**src/rtl/rf_pkg.sv**
```systemverilog
// Shared opcodes, FSM encodings and default widths for the register file arbiter.
package rf_pkg;
    localparam int RF_DATA_W = 32;
    localparam int RF_ADDR_W = 3;

    localparam logic [1:0] OP_READ  = 2'b00;
    localparam logic [1:0] OP_WRITE = 2'b01;
    localparam logic [1:0] OP_ADD   = 2'b10;
    localparam logic [1:0] OP_NOP   = 2'b11;

    typedef enum logic {
        ST_IDLE   = 1'b0,
        ST_RMW_WB = 1'b1
    } rf_state_t;
endpackage

```
**src/rtl/rr_arbiter2.sv**
```systemverilog
// Two-way round-robin arbiter; rr_last remembers the most recent winner.
module rr_arbiter2 (
    input  logic       clk,
    input  logic       reset_n,
    input  logic       enable,
    input  logic [1:0] req,
    output logic [1:0] grant
);
    logic rr_last;

    always_comb begin
        grant = 2'b00;
        if (enable) begin
            case (req)
                2'b01:   grant = 2'b01;
                2'b10:   grant = 2'b10;
                2'b11:   grant = rr_last ? 2'b01 : 2'b10;
                default: grant = 2'b00;
            endcase
        end
    end

    // Reset to 1 so client 0 holds first priority.
    always_ff @(posedge clk or negedge reset_n) begin
        if (!reset_n)    rr_last <= 1'b1;
        else if (|grant) rr_last <= grant[1];
    end
endmodule

```
**src/rtl/rf_arbiter.sv**
```systemverilog
// Two-client read/write/add front end for an 8-entry register file; adds stall one cycle for write-back.
module rf_arbiter
    import rf_pkg::*;
#(
    parameter int DATA_W = RF_DATA_W,
    parameter int ADDR_W = RF_ADDR_W
) (
    input  logic              clk,
    input  logic              reset_n,
    input  logic              req0,
    input  logic [1:0]        op0,
    input  logic [ADDR_W-1:0] addr0,
    input  logic [DATA_W-1:0] data0,
    output logic              gnt0,
    output logic              rvalid0,
    output logic [DATA_W-1:0] rdata0,
    input  logic              req1,
    input  logic [1:0]        op1,
    input  logic [ADDR_W-1:0] addr1,
    input  logic [DATA_W-1:0] data1,
    output logic              gnt1,
    output logic              rvalid1,
    output logic [DATA_W-1:0] rdata1,
    output logic [ADDR_W-1:0] rf_wAddr,
    output logic [DATA_W-1:0] rf_wData,
    output logic              rf_we,
    output logic [ADDR_W-1:0] rf_rAddr,
    input  logic [DATA_W-1:0] rf_rData
);
    rf_state_t                 state, state_nxt;
    logic [1:0]                grant;
    logic [1:0]                win_op;
    logic [ADDR_W-1:0]         win_addr;
    logic [DATA_W-1:0]         win_data;
    logic                      win_rd;
    logic [ADDR_W-1:0]         wb_addr;
    logic [DATA_W-1:0]         wb_data;
    logic [1:0]                rvalid_q;
    logic [1:0][DATA_W-1:0]    rdata_q;

    rr_arbiter2 u_rr (
        .clk     (clk),
        .reset_n (reset_n),
        .enable  (state == ST_IDLE),
        .req     ({req1, req0}),
        .grant   (grant)
    );

    assign win_op   = grant[1] ? op1   : op0;
    assign win_addr = grant[1] ? addr1 : addr0;
    assign win_data = grant[1] ? data1 : data0;
    assign win_rd   = (|grant) && (win_op == OP_READ || win_op == OP_ADD);

    always_ff @(posedge clk or negedge reset_n) begin
        if (!reset_n) state <= ST_IDLE;
        else          state <= state_nxt;
    end

    always_comb begin
        state_nxt = state;
        case (state)
            ST_IDLE:   if ((|grant) && win_op == OP_ADD) state_nxt = ST_RMW_WB;
            ST_RMW_WB: state_nxt = ST_IDLE;
            default:   state_nxt = ST_IDLE;
        endcase
    end

    // Grants and write enable are gated by reset so a mid-RMW reset drops the write at once.
    always_comb begin
        gnt0     = grant[0] & reset_n;
        gnt1     = grant[1] & reset_n;
        rf_we    = 1'b0;
        rf_wAddr = win_addr;
        rf_wData = win_data;
        rf_rAddr = win_addr;
        if (state == ST_RMW_WB) begin
            rf_we    = reset_n;
            rf_wAddr = wb_addr;
            rf_wData = wb_data;
            rf_rAddr = wb_addr;
        end else if ((|grant) && win_op == OP_WRITE) begin
            rf_we = reset_n;
        end
    end

    always_ff @(posedge clk or negedge reset_n) begin
        if (!reset_n) begin
            rvalid_q <= '0;
            rdata_q  <= '0;
            wb_addr  <= '0;
            wb_data  <= '0;
        end else begin
            for (int i = 0; i < 2; i++) begin
                rvalid_q[i] <= grant[i] & win_rd;
                if (grant[i] && win_rd) rdata_q[i] <= rf_rData;
            end
            if ((|grant) && win_op == OP_ADD) begin
                wb_addr <= win_addr;
                wb_data <= rf_rData + win_data;
            end
        end
    end

    assign rvalid0 = rvalid_q[0];
    assign rvalid1 = rvalid_q[1];
    assign rdata0  = rdata_q[0];
    assign rdata1  = rdata_q[1];
endmodule

```
**config.mk**
```make
export PLATFORM = sky130hd
export DESIGN_NAME = rf_arbiter
export DESIGN_NICKNAME = d
export VERILOG_FILES = /design/src/rtl/rf_pkg.sv /design/src/rtl/rr_arbiter2.sv /design/src/rtl/rf_arbiter.sv
export SDC_FILE = /design/constraint.sdc
export NUM_CORES = 1
export LEC_CHECK = 0
export ABC_CLOCK_PERIOD_IN_PS = 4550
export CAP_MARGIN = 40
export CORE_MARGIN = 5
export CORE_UTILIZATION = 30
export DETAILED_ROUTE_END_ITERATION = 12
export PLACE_DENSITY = 0.67
export SYNTH_ARGS = -nofsm -noshare
export SYNTH_HDL_FRONTEND = slang
export SYNTH_SLANG_ARGS = --single-unit
```
**constraint.sdc**
```tcl
create_clock -name clk -period 4.55 [get_ports clk]
set_input_delay 0.6825 -clock clk [delete_from_list [all_inputs] [get_ports clk]]
set_output_delay 0.6825 -clock clk [all_outputs]
set_load 0.05 [all_outputs]
```
After elaboration in Yosys (flattened, before gate mapping)
Cells that the tools add are included.
{"block": "word_totals", "reg_bits": 103, "in_bits": 110, "out_inout_bits": 107, "wordCells": 38}
{"block": "op_classes", "add_sub_neg": 1, "n_eq_ne": 5, "n_mux": 12, "bitwise_logic": 5, "n_reduce_logical": 8}
{"op": "two-way mux 32 bit", "count": 2}
{"op": "adder 32 bit", "count": 1}
{"op": "== test 2 bit (second input constant)", "count": 3}
{"op": "two-way mux 2 bit", "count": 3}
{"op": "two-way mux 3 bit", "count": 2}
{"op": "one-hot mux 2 bit (3 select lines)", "count": 1}
{"op": "logical AND 1 bit", "count": 5}
{"op": "AND 1 bit", "count": 4}
{"op": "== test 2 x 1 -> 1 bit (second input constant)", "count": 2}
{"op": "two-way mux 1 bit", "count": 3}
{"op": "zero test 2 bit", "count": 1}
{"op": "one-hot mux 1 bit (2 select lines)", "count": 1}
{"op": "OR reduction 2 bit", "count": 1}
{"op": "logical OR 1 bit", "count": 1}
{"op": "inverter 1 bit", "count": 1}

Logic depth before layout (Yosys ltp)
{"block": "logic_depth", "word_depth": 8, "ltp_mapped": 13, "ltp_nobuf": 12}

Modules after synthesis
Synthesis repeated with hierarchy kept, for this count alone.
{"block": "unflattened", "hier_cells": 768, "hier_area_um2": 6652.6}
{"mod": "rf_arbiter", "instances": 1, "cells_each": 760, "area_per_inst_um2": 6590.1, "seq_area_each_um2": 2552.4}
{"mod": "rr_arbiter2", "instances": 1, "cells_each": 8, "area_per_inst_um2": 62.6, "seq_area_each_um2": 26.3}

Least setup slack after synthesis
OpenSTA, ideal clock, no wires.
{"block": "synth_timing", "path_type": "input-to-reg", "startpoint": "in req1", "endpoint": "reg wb_data[30]", "setup_ns": 0.137, "arrival_ns": 3.490, "t_required_ns": 4.413, "path_slack_ns": 0.923, "cell_stages": 13, "path_buffers": 1, "cell_sequence": "nor2b_1 > nand2_1 > clkbuf_1 > mux2_2 > ha_1 > inv_1 > fa_1 > nor2b_1 > o211a_1 > o31ai_2 > a311oi_2 > a2111oi_0 > nor3_1"}
{"block": "synth_between", "elab_chain_len": 6, "elab_cells_between_ends": 11, "classes_between": "add/sub: 1; eq/ne: 4; mux: 4; reduce/logical: 2"}
{"item": "start: declaration", "line_no": "rf_arbiter.sv:17", "source": "input logic req1,"}
{"item": "== test 2 bit or == test 2 x 1 -> 1 bit (tied branches)", "line_no": "rr_arbiter2.sv:14", "source": "case (req)"}
{"item": "one-hot mux 2 bit (3 select lines) *", "line_no": "rr_arbiter2.sv:14"}
{"item": "two-way mux 2 bit *", "line_no": "rr_arbiter2.sv:13", "source": "if (enable) begin"}
{"item": "parallel branches: the longest is 3 deep, another holds adder 32 bit"}
{"item": "end signal: assignment", "line_no": "rf_arbiter.sv:99", "source": "wb_data <= rf_rData + win_data;"}
{"item": "end: declaration", "line_no": "rf_arbiter.sv:37", "source": "logic [DATA_W-1:0] wb_data;"}
Every way passes the cells marked *.
A chain may end at the register's enable or synchronous reset.

Worst setup path in the final report
{"block": "layout_timing", "startpoint": "in req1", "endpoint": "out rf_rAddr[1]"}
{"block": "layout_between", "elab_chain_len": 5, "elab_cells_between_ends": 7, "classes_between": "eq/ne: 3; mux: 4"}
{"item": "== test 2 bit or == test 2 x 1 -> 1 bit (tied branches)", "line_no": "rr_arbiter2.sv:14"}
{"item": "one-hot mux 2 bit (3 select lines) *", "line_no": "rr_arbiter2.sv:14"}
{"item": "two-way mux 2 bit *", "line_no": "rr_arbiter2.sv:13"}
{"item": "two-way mux 3 bit *", "line_no": "rf_arbiter.sv:50", "source": "assign win_addr = grant[1] ? addr1 : addr0;"}
{"item": "two-way mux 3 bit *", "line_no": "rf_arbiter.sv:76", "source": "if (state == ST_RMW_WB) begin"}
{"item": "end: declaration", "line_no": "rf_arbiter.sv:27", "source": "output logic [ADDR_W-1:0] rf_rAddr,"}
Every way passes the cells marked *; elsewhere a longest branch is shown, timed or not.

==> impl_results.md <==
* Setup crit start kind: primary input
* Pleak at 3.765 nW
* Post-Layout Cell Count at between 1000 and 1500
* F_max at ~0.24 GHz
* Switch share at between 40 and 50%
* Iteration-0 DRC Markers at between 200 and 300
* TritonCTS clock tree: yes
* Hold Path Class: primary input to async pin
* Clock Sinks at about 100
* Placeable Area at 21890 um^2
* Pint at about 2.6 mW
* Total gr overflow at 0
* Synth Area per Inst at a little over 10 um^2
* Htree depth at 3
* Clock Skew at between 10 and 15 ps
* Post-synth top area cell: dfrtp_1
* Port Buffers at around 220
* WL per Instance at 18.45 um
* Power per cell area at slightly below 500 nW/um^2
* Final WL at between 20 and 25 mm
* Sequential share of power at ~30%
* CTS root buf: clkbuf_16
* CTS buffer count at 9
* Die ar. at between 20000 and 30000 um^2
* Final Util at ~43%
* Share of cells above drive strength 1 at 21.28%
* Clock Latency Late Sink at ~360 ps
* Yosys warns at 0
* GPL Wtd Cong at approximately 0.9
* NetSw at a little over 2 mW
* Share of power burned in the clock network at ~17%
* Slowest-stage cell, CP: clkdlybuf4s50_1
* Distinct cells, synth at 74
* Final nets at ~1000
* Critical path buffer and inverter count at 4
* Worst-path clk slew at 80 ps
* Area contributors post-synth: dfrtp_1, mux2_2, ha_1, a21oi_1, nand2_1
* EDFF count, synth at 0
* Syn_nets at around 800
* Primary FF master, synth: dfrtp_1
* Met2 Use GR at 26.94%
* Yosys reg bits at 103
* RSZ-0062 raised after global routing: false
* CP required at around 3900 ps
* Hold_buf cts at 0
* CP delay by family, top: buffers and inverters
* Post-synth top area share at a little under two fifths
* Inserted Diodes at 0
* Largest stage delay, worst path at ~840 ps
* Via count at about 6000
* Final setup vio count at 0
* Final ANT Viol Nets at 0
* Max cap viols at 0
* Number of global-route vias before repair at ~6100
* Combinational share of power at 53.0%
* Worst-path maximum fanout at 19
* Top Usage Layer GRT: met2
* Die Wd at 159.4 um
* Worst slack, placed at -5.554 ps
* # placed instances at ~1100
* Slew Viols, Final at 0
* Worst path cell trace: clkdlybuf4s50_1 -> nor2b_1 -> nand2_2 -> buf_4 -> buf_4 -> mux2i_1 -> a21oi_1 -> clkdlybuf4s50_1
* Register Area at 2579 um^2
* Critical Path End Type: primary output
* Crit Path Class: primary input to primary output
* Crit path time final at 4237 ps
* Hold Violations, Final at 0
* Worst slew pin tran at 741.5 ps
* FP Rows at 54
* DRC at 0
* Setup TNS at 0 ps
* Cell Area, Placed at 9151 um^2
* Post-synthesis cell area at about 6700 um^2
* Fillers at 2118
* Design area at approximately 9500 um^2
* Initial Util at a little under a third
* Cells after Synth at about 650
* PnR worst setup slack at between 300 and 400 ps
* Die Ht at ~160 um
* Number of top-level pins at 217
* Largest net degree at the start of global routing at 56
* VDD IR max at 261.6 uV
* Status: complete, no violations
* Buffers inserted by post-CTS timing repair at 0
* Vias/cell at around 5
* GRT Resource Usage Total at 16.37%
* Detailed Place HPWL at roughly 16 mm
* Post-CTS sizing at 0
* Max-slew headroom at around 51%
* CP arrival at ~3600 ps
* Area occupied by multi-input gates at just under 4000 um^2
* Sequential share of the synthesized area at 38.49%
* Final period utilization at between 90 and 100%
* Met3 usage at approximately 5.3%
* Max clock buf depth at 2
* First-pass GRT wire length at 33.89 mm
* P&R area growth vs syn at 41.06%
* First-pass detailed-route iteration total at 5
* Initial antenna violation count at 0
* Met1 Use GR at roughly a fifth
* Async set or reset register ratio after synthesis at between 90% and 100%
## per-layer routing
| layer | up-vias | wire length, um |
|---|---|---|
| li1 | 2818 | - |
| met1 | 2826 | 9350 |
| met2 | 194 | 9894 |
| met3 | 9 | 1604 |
| met4 | 0 | 186 |
| met5 | - | 0 |
## Yosys cell counts, drive strengths merged, types with 6 or more instances
cell      n
a21oi    62
inv      14
buf      17
nor3     15
dfrtp   102
nand2    45
mux2    126
ha       35
clkbuf   14
nand4     6
o211ai   12
xnor2    11
nand3     8
a211oi   11
o21ai    31
nor2     45
o21a      6
## metrics by stage
stage / power, mW / hold WS, ps
global route: 4.909 / 103.5
CTS: 4.691 / 111.0
global placement: 3.832 / 456.8
detailed placement: 3.857 / 455.9
floorplan: 3.024 / 386.9
finish: 4.638 / 115.2
## state kept, by name, indices dropped and copies added (netlist names)
| signal | cells |
|---|---|
| rvalid_q | 2 |
| u_rr.rr_last | 1 |
| wb_addr | 3 |
| rdata0 | 32 |
| rdata1 | 32 |
| wb_data | 32 |
| state | 1 |
## logic make-up after synthesis
| logic type | Yosys count | share of synthesized area (%) |
|---|---|---|
| buf+inv | 45 | 2.857 |
| fa+ha+maj | 36 | 6.835 |
| flops | 103 | 38.49 |
| xor+xnor | 16 | 2.091 |
| mux | 130 | 21.77 |
| simple gates | 151 | 11.09 |
| compound gates | 166 | 16.86 |
## layout make-up
| cell class | count | area share [%] |
|---|---|---|
| inverter | 14 | 0.5560 |
| multi-input combinational | 499 | 41.61 |
| sequential | 103 | 27.28 |
| timing repair buffer | 228 | 23.67 |
| clock buffer | 11 | 2.568 |
| tap | 280 | 3.707 |
| clock inverter | 5 | 0.6089 |
## cells in the final DEF, fill, tap and decap left out, types with 3 or more instances in the layout
master             n
a211o_1            3
a211oi_1           9
a21o_1             3
a21oi_1           60
a31oi_1            4
and2_1             3
buf_4             18
clkbuf_16          9
clkdlybuf4s50_1  210
clkinvlp_4         3
dfrtp_1          102
ha_1              35
inv_1             12
mux2_2           126
mux2i_1            4
nand2_1           44
nand2b_1           4
nand3_1            7
nand4_1            6
nor2_1            45
nor2b_1            3
nor3_1            14
nor3b_1            3
o211ai_1          11
o21a_1             6
o21ai_0           28
o22ai_1            3
o31ai_1            4
or3_1              3
xnor2_1           11
xor2_1             5
## power groups by stage
stage / logic [mW] / clock network, mW / registers [mW]
after floorplan: 1.08 / 0 / 1.94
after global placement: 2.45 / 0 / 1.38
after detailed placement: 2.47 / 0 / 1.39
after CTS: 2.48 / 0.836 / 1.37
after global routing: 2.62 / 0.878 / 1.42
final: 2.46 / 0.807 / 1.37
## final timing paths
check	slack, ps	end	start	depth (start not counted)
min	120	rdata0[31]	reset_n	1
min in group clk	480	wb_data[0]	wb_data[0]	2
max in group asynchronous	2830	rdata0[20]	reset_n	3
max	310	rf_rAddr[1]	req1	8
min reg2reg	480	wb_data[0]	wb_data[0]	2
max reg2reg	680	wb_data[31]	u_rr.rr_last	11
Note: power is estimated with default switching activity, not from simulation.
